## src/rtl/vector_dispatch_ctrl_pkg.sv

```systemverilog
`default_nettype none
// ============================================================================
// Module   : vector_dispatch_ctrl_pkg
// Purpose  : Shared types and constants for the vector dispatch controller.
// Revision : 1.0
// ============================================================================
package vector_dispatch_ctrl_pkg;

  localparam int unsigned VDC_OP_W  = 4;
  localparam int unsigned VDC_REG_W = 5;
  localparam int unsigned VDC_DW    = 32;

  // Opcode encoding: bit 3 selects external write data, bit 2 the scalar operand.
  localparam logic [VDC_OP_W-1:0] VDC_OP_READ       = 4'b1000;
  localparam int unsigned         VDC_OP_EXT_BIT    = 3;
  localparam int unsigned         VDC_OP_SCALAR_BIT = 2;

  typedef enum logic [2:0] {
    s_IDLE  = 3'd0,
    s_ISSUE = 3'd1,
    s_WAIT  = 3'd2,
    s_DONE  = 3'd3,
    s_ERR   = 3'd4
  } vdc_state_e;

  typedef struct packed {
    logic [VDC_OP_W-1:0]  op;
    logic [VDC_REG_W-1:0] vd;
    logic [VDC_REG_W-1:0] vs1;
    logic [VDC_REG_W-1:0] vs2;
    logic [VDC_DW-1:0]    scalar;
    logic [VDC_DW-1:0]    data;
  } vdc_instr_t;

endpackage
`default_nettype wire

```

## src/rtl/vector_dispatch_ctrl_fifo.sv

```systemverilog
`default_nettype none
// ============================================================================
// Module   : vdc_instr_fifo
// Purpose  : Ring-buffer instruction FIFO, head/tail pointers plus occupancy.
// Revision : 1.0
// ============================================================================
module vdc_instr_fifo #(
  parameter int unsigned DEPTH = 2,
  parameter int unsigned WIDTH = 8
) (
  input  logic             clk_i,
  input  logic             reset_n_i,
  input  logic             enq_i,
  input  logic [WIDTH-1:0] data_i,
  input  logic             deq_i,
  output logic [WIDTH-1:0] data_o,
  output logic             full_o,
  output logic             empty_o
);

  localparam int unsigned PTR_W = (DEPTH > 1) ? $clog2(DEPTH) : 1;
  localparam int unsigned CNT_W = $clog2(DEPTH + 1);

  logic [WIDTH-1:0] mem_q [DEPTH];
  logic [PTR_W-1:0] head_q, head_d;
  logic [PTR_W-1:0] tail_q, tail_d;
  logic [CNT_W-1:0] count_q, count_d;
  logic             do_enq;
  logic             do_deq;

  function automatic logic [PTR_W-1:0] ptr_inc(input logic [PTR_W-1:0] p);
    if (p == PTR_W'(DEPTH - 1)) begin
      return '0;
    end
    return p + 1'b1;
  endfunction

  // No bypass: a full buffer refuses a push even while it is being popped.
  assign do_enq  = enq_i && !full_o;
  assign do_deq  = deq_i && !empty_o;
  assign full_o  = (count_q == CNT_W'(DEPTH));
  assign empty_o = (count_q == '0);
  assign data_o  = mem_q[head_q];

  always_comb begin
    head_d  = head_q;
    tail_d  = tail_q;
    count_d = count_q;
    if (do_enq) begin
      tail_d = ptr_inc(tail_q);
    end
    if (do_deq) begin
      head_d = ptr_inc(head_q);
    end
    case ({do_enq, do_deq})
      2'b10:   count_d = count_q + 1'b1;
      2'b01:   count_d = count_q - 1'b1;
      default: count_d = count_q;
    endcase
  end

  always_ff @(posedge clk_i) begin
    if (!reset_n_i) begin
      head_q  <= '0;
      tail_q  <= '0;
      count_q <= '0;
    end else begin
      head_q  <= head_d;
      tail_q  <= tail_d;
      count_q <= count_d;
    end
  end

  always_ff @(posedge clk_i) begin
    if (do_enq) begin
      mem_q[tail_q] <= data_i;
    end
  end

endmodule
`default_nettype wire

```

## src/rtl/vector_dispatch_ctrl.sv

```systemverilog
`default_nettype none
// ============================================================================
// Module   : vector_dispatch_ctrl
// Purpose  : Buffers vector instructions and sequences them onto the lanes.
// Revision : 1.0
// ============================================================================
module vector_dispatch_ctrl
  import vector_dispatch_ctrl_pkg::*;
#(
  parameter int unsigned els_p      = 32,
  parameter int unsigned vlen_p     = 8,
  parameter int unsigned vdw_p      = 32,
  parameter int unsigned lanes_p    = 4,
  parameter int unsigned op_width_p = 4,
  parameter int unsigned fifo_els_p = 2,
  parameter int unsigned timeout_p  = 16
) (
  input  logic                     clk_i,
  input  logic                     reset_n_i,
  input  logic                     instr_v_i,
  output logic                     instr_ready_o,
  input  logic [op_width_p-1:0]    instr_op_i,
  input  logic [$clog2(els_p)-1:0] instr_vd_i,
  input  logic [$clog2(els_p)-1:0] instr_vs1_i,
  input  logic [$clog2(els_p)-1:0] instr_vs2_i,
  input  logic [vdw_p-1:0]         instr_scalar_i,
  input  logic [vdw_p-1:0]         instr_data_i,
  output logic [op_width_p-1:0]    lane_op_o,
  output logic                     lane_start_o,
  output logic [vdw_p-1:0]         lane_scalar_o,
  output logic [vdw_p-1:0]         lane_w_data_o,
  output logic [$clog2(els_p)-1:0] rf_r0_sel_o,
  output logic [$clog2(els_p)-1:0] rf_r1_sel_o,
  output logic [$clog2(els_p)-1:0] rf_w_sel_o,
  input  logic [lanes_p-1:0]       lane_done_i,
  output logic                     busy_o,
  output logic                     done_v_o,
  output logic [$clog2(els_p)-1:0] done_vd_o,
  output logic                     err_o
);

  localparam int unsigned SEL_W = $clog2(els_p);
  localparam int unsigned TMO_W = $clog2(timeout_p + 1);
  localparam int unsigned INS_W = $bits(vdc_instr_t);

  // The active-instruction struct is fixed-width; reject mismatched overrides.
  if (op_width_p != VDC_OP_W || SEL_W != VDC_REG_W || vdw_p != VDC_DW ||
      vlen_p == 0 || lanes_p == 0 || fifo_els_p == 0 || timeout_p == 0) begin : g_param_check
    $error("vector_dispatch_ctrl: unsupported parameter combination");
  end

  vdc_state_e          state_q, state_d;
  vdc_instr_t          active_q, active_d;
  logic [lanes_p-1:0]  mask_q, mask_d;
  logic [TMO_W-1:0]    tmo_q, tmo_d;
  logic                err_q, err_d;

  vdc_instr_t          fifo_wdata;
  logic [INS_W-1:0]    fifo_rdata;
  logic                fifo_enq;
  logic                fifo_deq;
  logic                fifo_full;
  logic                fifo_empty;
  logic [lanes_p-1:0]  done_all;
  logic [TMO_W-1:0]    tmo_inc;

  assign fifo_wdata = '{op:     instr_op_i,
                        vd:     instr_vd_i,
                        vs1:    instr_vs1_i,
                        vs2:    instr_vs2_i,
                        scalar: instr_scalar_i,
                        data:   instr_data_i};

  assign instr_ready_o = !fifo_full && !err_q;
  assign fifo_enq      = instr_v_i && instr_ready_o;

  vdc_instr_fifo #(
    .DEPTH (fifo_els_p),
    .WIDTH (INS_W)
  ) u_fifo (
    .clk_i     (clk_i),
    .reset_n_i (reset_n_i),
    .enq_i     (fifo_enq),
    .data_i    (fifo_wdata),
    .deq_i     (fifo_deq),
    .data_o    (fifo_rdata),
    .full_o    (fifo_full),
    .empty_o   (fifo_empty)
  );

  // Lanes finishing in the same cycle count toward completion immediately.
  assign done_all = mask_q | lane_done_i;
  assign tmo_inc  = tmo_q + 1'b1;

  always_comb begin
    state_d  = state_q;
    active_d = active_q;
    mask_d   = mask_q;
    tmo_d    = tmo_q;
    err_d    = err_q;
    fifo_deq = 1'b0;
    case (state_q)
      s_IDLE: begin
        if (!fifo_empty) begin
          fifo_deq = 1'b1;
          active_d = vdc_instr_t'(fifo_rdata);
          state_d  = s_ISSUE;
        end
      end
      s_ISSUE: begin
        mask_d  = '0;
        tmo_d   = '0;
        state_d = s_WAIT;
      end
      s_WAIT: begin
        mask_d = done_all;
        tmo_d  = tmo_inc;
        if (&done_all) begin
          state_d = s_DONE;
        end else if (tmo_inc == TMO_W'(timeout_p)) begin
          state_d = s_ERR;
          err_d   = 1'b1;
        end
      end
      s_DONE: begin
        state_d = s_IDLE;
      end
      s_ERR: begin
        err_d = 1'b1;
      end
      default: begin
        state_d = s_IDLE;
      end
    endcase
  end

  always_ff @(posedge clk_i) begin
    if (!reset_n_i) begin
      state_q  <= s_IDLE;
      active_q <= '0;
      mask_q   <= '0;
      tmo_q    <= '0;
      err_q    <= 1'b0;
    end else begin
      state_q  <= state_d;
      active_q <= active_d;
      mask_q   <= mask_d;
      tmo_q    <= tmo_d;
      err_q    <= err_d;
    end
  end

  assign lane_start_o  = (state_q == s_ISSUE);
  assign busy_o        = (state_q == s_ISSUE) || (state_q == s_WAIT) || (state_q == s_DONE);
  assign done_v_o      = (state_q == s_DONE);
  assign done_vd_o     = done_v_o ? active_q.vd : '0;
  assign err_o         = err_q;

  assign lane_op_o     = active_q.op;
  assign lane_scalar_o = active_q.scalar;
  assign lane_w_data_o = active_q.data;
  assign rf_r0_sel_o   = active_q.vs1;
  assign rf_r1_sel_o   = active_q.vs2;
  assign rf_w_sel_o    = active_q.vd;

endmodule
`default_nettype wire

```

## config.mk

```make
export PLATFORM = sky130hd
export DESIGN_NAME = vector_dispatch_ctrl
export DESIGN_NICKNAME = d
export VERILOG_FILES = /design/src/rtl/vector_dispatch_ctrl_pkg.sv /design/src/rtl/vector_dispatch_ctrl_fifo.sv /design/src/rtl/vector_dispatch_ctrl.sv
export SDC_FILE = /design/constraint.sdc
export NUM_CORES = 1
export LEC_CHECK = 0
export ABC_AREA = 1
export CELL_PAD_IN_SITES_DETAIL_PLACEMENT = 0
export CELL_PAD_IN_SITES_GLOBAL_PLACEMENT = 2
export CORE_AREA = 8 8 186 188
export DETAILED_ROUTE_END_ITERATION = 12
export DIE_AREA = 0 0 194 196
export HOLD_SLACK_MARGIN = 0.1
export PLACE_DENSITY = 0.67
export SLEW_MARGIN = 20
export SYNTH_ARGS = -nofsm -noshare
export SYNTH_HDL_FRONTEND = slang
export SYNTH_SLANG_ARGS = --single-unit
```

## constraint.sdc

```tcl
create_clock -name clk_i -period 5.15 [get_ports clk_i]
set_input_delay 0.515 -clock clk_i [delete_from_list [all_inputs] [get_ports clk_i]]
set_output_delay 0.515 -clock clk_i [all_outputs]
set_load 0.02 [all_outputs]
```

==> flow_summary.yaml, run 1 <==
sta:
  timing.fmax_ghz: 0.3804
  hold_violations: 0
  slew_headroom: 0.3157
  period_share: 0.5104
  setup_viol: 0
  rsz0062_at_grt: "false"
  skew_ns: 0.01393
  worst_slack_ns: 2.521
  tightest_slew_ns: 1.026
  final.setup.tns_ns: 0
  period_needed_ns: 2.629
  drv_slew: 0
clock_tree:
  clkTransAtPathRegs_ns: 0.06
  postCtsResizedCells: 0
  cts_tree: "done"
  post_cts_buffers: 0
  cts_made_buffers: 29
  root_buffer: "clkbuf_16"
  htreeDepth: 1
  clock_path_buffers: 3
  cts_hold_buffers: 0
  clock_latency_ns: 0.54
  clkSinkCount: 266
layout:
  finalInstanceArea_sq_um: 12450
  layout-drive-gt1-share: 0.06283
  multiInputGateArea_sq_um: 1987
  fin_nets: 1024
  antenna_cells: 0
  syn_to_final_growth_pct: 33.91
  seq_area_sq_um: 6990
  fillCellCount: 3071
  utilization: 0.3904
synthesis:
  ys_seq_area_frac: 0.7518
  yosysWarnings: 0
  ys_ff_latch: 266
  syn_nets: 847
  synth_area_sq_um: 9294
  synth.avg_cell_area_sq_um: 12.31
  ys_types: 24
  netlist_instances: 755
power:
  power_density_nw_per_um2: 612.3
  vdd_drop_max_mv: 0.2559
  totalPowerFinal_uw: 7621
  leakagePower_uw: 0.004376
worst_setup_path:
  end_kind: "output port"
  crit_start: "state_q[1]"
  timing.rr.start: "u_fifo.count_q[0]"
  crit_path_max_fanout: 5
  cp_data_arrival_time_ns: 2.11
  cp-start-kind: "flip-flop"
  required_ns: 4.64
  path_class: "reg -> out"
grt:
  antenna_found_initial: 2
  grt_pass1_wl_um: 36000
  grt_pass1_vias: 6191
  grt_max_degree: 96
  grt-ovfl-total: 0
  grt_util_all_layers: 0.1192
placement:
  gp_congestion: 0.6821
  place_area_sq_um: 11500
  dpl_worst_slack_ns: 2.217
  place_hpwl_um: 14300
  io_buffers: 182
die:
  fp.coreArea_sq_um: 31880
  die_h_um: 196
  core.rowCount: 66
  design.die.area_sq_um: 38020
  start_util: 0.2916
  die_w_um: 194
  io_pins: 183
run:
  maxCapViolCount: 0
worst_hold_path:
  hp-class: "reg -> reg"
  min-delay-start: "mask_q[3]"
status:
  status: "finished, final reports clean"
routing:
  dr_total_vias: 6070
  vias_per_cell: 4.453
  drt_wl_total_um: 23200
  first_iter_violations: 236
  wl_per_cell_um: 17.02
  first_pass_iters: 5
  drtAntennaViolNets: 0
  drc: 0
[sequential cells by signal, indices dropped and copies added, names as in the netlist, 2 cells and up]
name and flops:
rf_r1_sel_o 5, tmo_q 5, lane_w_data_o 32, rf_r0_sel_o 5, state_q 3, u_fifo.mem_q 166, u_fifo.count_q 2, lane_scalar_o 32
rf_w_sel_o 5, lane_op_o 4, mask_q 4
[metrics by stage]
step	hold slack (ns)	std cells
4_1_cts	0.4519	1362
3_3_place_gp	0.4369	1308
5_1_grt	0.4801	1363
6_report	0.4481	1363
2_1_floorplan	0.4280	755
3_5_place_dp	0.4426	1308
[area by class of cell]
| cell class | instances | area share |
|---|---|---|
| sequential | 266 | 0.5617 |
| multi-input combinational | 415 | 0.1596 |
| timing repair buffer | 193 | 0.1548 |
| clock buffer | 45 | 0.06897 |
| tap | 408 | 0.04102 |
| inverter | 27 | 0.008244 |
| clock inverter | 9 | 0.005630 |
[synthesized netlist by cell type]
master    count  area share
clkbuf_1     17      0.0069
a31oi_1      84       0.057
inv_1        27       0.011
nand4_1       1     0.00067
o211ai_1      1     0.00081
nor3_1        3      0.0016
nor2_4        2      0.0024
nand2_1     186       0.075
nand3_1       9      0.0048
o21a_1        1     0.00081
o2111a_1      1      0.0012
and3_1        1     0.00067
ha_1          2      0.0027
o21ai_0      66       0.036
nand2_2       1     0.00067
a21oi_1      14      0.0075
or2_2         1     0.00067
edfxtp_1    166        0.54
o21ai_1      25       0.013
dfxtp_1     100        0.22
nor2_1       17      0.0069
buf_2        25       0.013
buf_4         3      0.0024
buf_6         2      0.0024
[power breakdown]
| group | switching [uW] | internal (uW) | total [uW] |
|---|---|---|---|
| clock network | 811 | 1190 | 2000 |
| registers | 300 | 2820 | 3120 |
| logic | 1530 | 974 | 2500 |
[cells in the final DEF, fill, tap and decap left out, types with 3 or more instances in the layout]
cell,count
nand2_1,186
clkdlybuf4s50_1,181
edfxtp_1,166
dfxtp_1,99
a31oi_1,84
o21ai_0,66
clkbuf_16,31
inv_1,26
o21ai_1,25
nor2_1,15
a21oi_1,14
clkbuf_1,11
buf_4,10
nand3_1,9
clkinv_2,5
nor2_4,4
nor3_1,3
clkbuf_8,3
clkinv_1,3
[logic make-up after synthesis]
family / share of synthesized area
and+or+nand+nor: 0.09357
DFF: 0.7518
adders and majority gates: 0.002692
buffers and inverters: 0.03608
AOI/OAI and AO/OA: 0.1159
[final timing paths]
check	endpoint	slack [ns]	depth (start not counted)
worst max-delay path	done_vd_o[0]	2.52	5
worst min-delay path	mask_q[3]	0.45	2
worst max register to register	u_fifo.mem_q[1][25]	3.01	6
worst min register to register	mask_q[3]	0.45	2
[worst max-delay path, cell delays in order (launching register included)]
cell and delay (ns):
dfxtp_1 0.41, inv_1 0.09, nor3_1 0.20, inv_1 0.14, nor2_1 0.12, clkdlybuf4s50_1 0.62
[metal layers]
layer  vias to the layer above  track usage  routed length [um]
met5                         -            0                  27
met1                      2829       0.1394                9708
met2                       139       0.2139               11710
met4                         4      0.02885                 400
met3                        39      0.03324                1351
li1                       3059            -                   -
Power figures use the tool's default switching activity.
==> run 2: changes to the inputs <==
--- a/config.mk
+++ b/config.mk
@@ -12,7 +12,7 @@
 export DETAILED_ROUTE_END_ITERATION = 12
 export DIE_AREA = 0 0 194 196
 export HOLD_SLACK_MARGIN = 0.1
-export PLACE_DENSITY = 0.67
+export PLACE_DENSITY = 0.7
 export SLEW_MARGIN = 20
 export SYNTH_ARGS = -nofsm -noshare
 export SYNTH_HDL_FRONTEND = slang
==> constraint.sdc (replaced) <==
create_clock -name clk_i -period 2.2 [get_ports clk_i]
set_input_delay 0.22 -clock clk_i [delete_from_list [all_inputs] [get_ports clk_i]]
set_output_delay 0.22 -clock clk_i [all_outputs]
set_load 0.02 [all_outputs]
==> run 2 against run 1 <==
  * Cell count rose by 0.51%
  * Register-to-register slack got worse by 2.4 ns
  * Largest cell class unchanged
  * Count of clock-buffer cells in the layout increased by 3
  * Combinational power up 140%
  * Clock skew fell by 0.0071 ns
  * Critical endpoint is now lane_start_o
  * Sequential power increased by 130%
==> flow_summary.yaml, run 2 (same netlist as run 1, synthesis figures left out) <==
clock_tree:
  root_buffer: "clkbuf_16"
  clock_latency_ns: 0.54
  clock_path_buffers: 3
  post_cts_buffers: 0
  htreeDepth: 1
  cts_made_buffers: 30
  cts_tree: "done"
  clkTransAtPathRegs_ns: 0.06
  clkSinkCount: 266
sta:
  skew_ns: 0.006843
  tightest_slew_ns: 0.5246
  setup_viol: 0
  period_share: 0.9482
  period_needed_ns: 2.086
  slew_headroom: 0.6503
  hold_ws_ns: 0.1616
  hold_violations: 0
  drv_slew: 0
  timing.fmax_ghz: 0.4794
  final.setup.tns_ns: 0
  rsz0062_at_grt: "false"
grt:
  grt_max_degree: 123
  grt_pass1_wl_um: 35860
  grt_util_all_layers: 0.1184
  grt-ovfl-total: 0
  antenna_found_initial: 0
  grt_pass1_vias: 6133
layout:
  final_common_cell: "nand2_1"
  regMostFlops: "u_fifo.mem_q"
  antenna_cells: 0
  syn_to_final_growth_pct: 35.81
  fin_nets: 1031
  largest_register_ffs: 166
  fin_cells: 1370
  layout-drive-gt1-share: 0.07796
  final_cell_mix: "185 x nand2_1, 176 x clkdlybuf4s50_1, 166 x edfxtp_1"
placement:
  dpl.cell_count: 1315
  io_buffers: 182
  gp_congestion: 0.6884
  place_hpwl_um: 14060
die:
  die_w_um: 194
  fp.coreArea_sq_um: 31880
  die_h_um: 196
  core.rowCount: 66
  io_pins: 183
  design.die.area_sq_um: 38020
  start_util: 0.2916
status:
  status: "finished, final reports clean"
power:
  leakagePower_uw: 0.004477
  intPower_uw: 11960
  sequentialPowerShare: 0.395
  power.share.clock: 0.268
  p_comb_frac: 0.337
  p_sw_uw: 6169
  sw_frac_of_total: 0.3404
  power_density_nw_per_um2: 1436
  vdd_drop_max_mv: 0.7127
routing:
  wl_per_cell_um: 16.65
  dr_total_vias: 6074
  first_iter_violations: 299
  first_pass_iters: 4
  vias_per_cell: 4.434
  drc: 0
  drt_wl_total_um: 22810
  drtAntennaViolNets: 0
worst_setup_path:
  required_ns: 1.98
  cp-start-kind: "flip-flop"
  crit_path_max_fanout: 3
  path_class: "reg -> out"
  end_kind: "output port"
  cp_data_arrival_time_ns: 1.87
worst_hold_path:
  hp-class: "in -> reg"
run:
  maxCapViolCount: 0
run 2: area by class of cell:
type                    count  area [sq um]
clock buffers              48         889.6
clock inverters             7         87.58
fillers                  3081         19250
inverters                  27         102.6
multi-input cells         415          2011
flip-flops and latches    266          6993
well taps                 408         510.5
repair buffers            199          2028
run 2: timing repair:
item / 4_1_cts / 5_1_grt
endpoints found under the setup margin: 6 / 0
gates resized for setup: 6 / 0
hold buffers: 0 / 0
run 2: path summary, 6_finish.rpt:
kind	endpoint	cells after the start	from	slack, ns
hold / removal	lane_scalar_o[22]	3	reset_n_i	0.16
setup / recovery	lane_start_o	3	state_q[0]	0.11
hold reg to reg	mask_q[1]	2	mask_q[1]	0.45
setup reg to reg	lane_scalar_o[30]	6	state_q[0]	0.62
run 2: power groups by stage:
stage	Combinational (uW)	Sequential [uW]	Clock [uW]
2_1_floorplan	2680	8070	0
3_3_place_gp	6250	7260	0
3_5_place_dp	6270	7260	0
4_1_cts	6300	7180	5040
5_1_grt	6760	7320	5220
6_report	6100	7160	4860
run 2: per-layer routing:
metal | track usage | vias to the layer above | share of wire
met4 | 0.03197 | 0 | 0.021
met1 | 0.1444 | 2833 | 0.44
met3 | 0.03067 | 34 | 0.054
met5 | 0 | - | 0
met2 | 0.2054 | 135 | 0.49
li1 | - | 3072 | -
run 2: worst max-delay path: stages (launching register included):
cell and delay (ns):
dfxtp_1 0.38, inv_1 0.09, nor3_1 0.21, clkdlybuf4s50_1 0.65
run 2: per-stage QoR:
| step | cell area (sq um) | total power [uW] | setup slack (ns) | utilization |
|---|---|---|---|---|
| 6_report | 12620 | 18130 | 0.1141 | 0.3960 |
| 5_1_grt | 12620 | 19290 | 0.004426 | 0.3960 |
| 4_1_cts | 12620 | 18510 | 0.07389 | 0.3960 |
| 3_5_place_dp | 11650 | 13530 | 0.3737 | 0.3654 |
| 3_3_place_gp | 11650 | 13510 | 0.3899 | 0.3654 |
| 2_1_floorplan | 9330 | 10750 | -0.2147 | - |
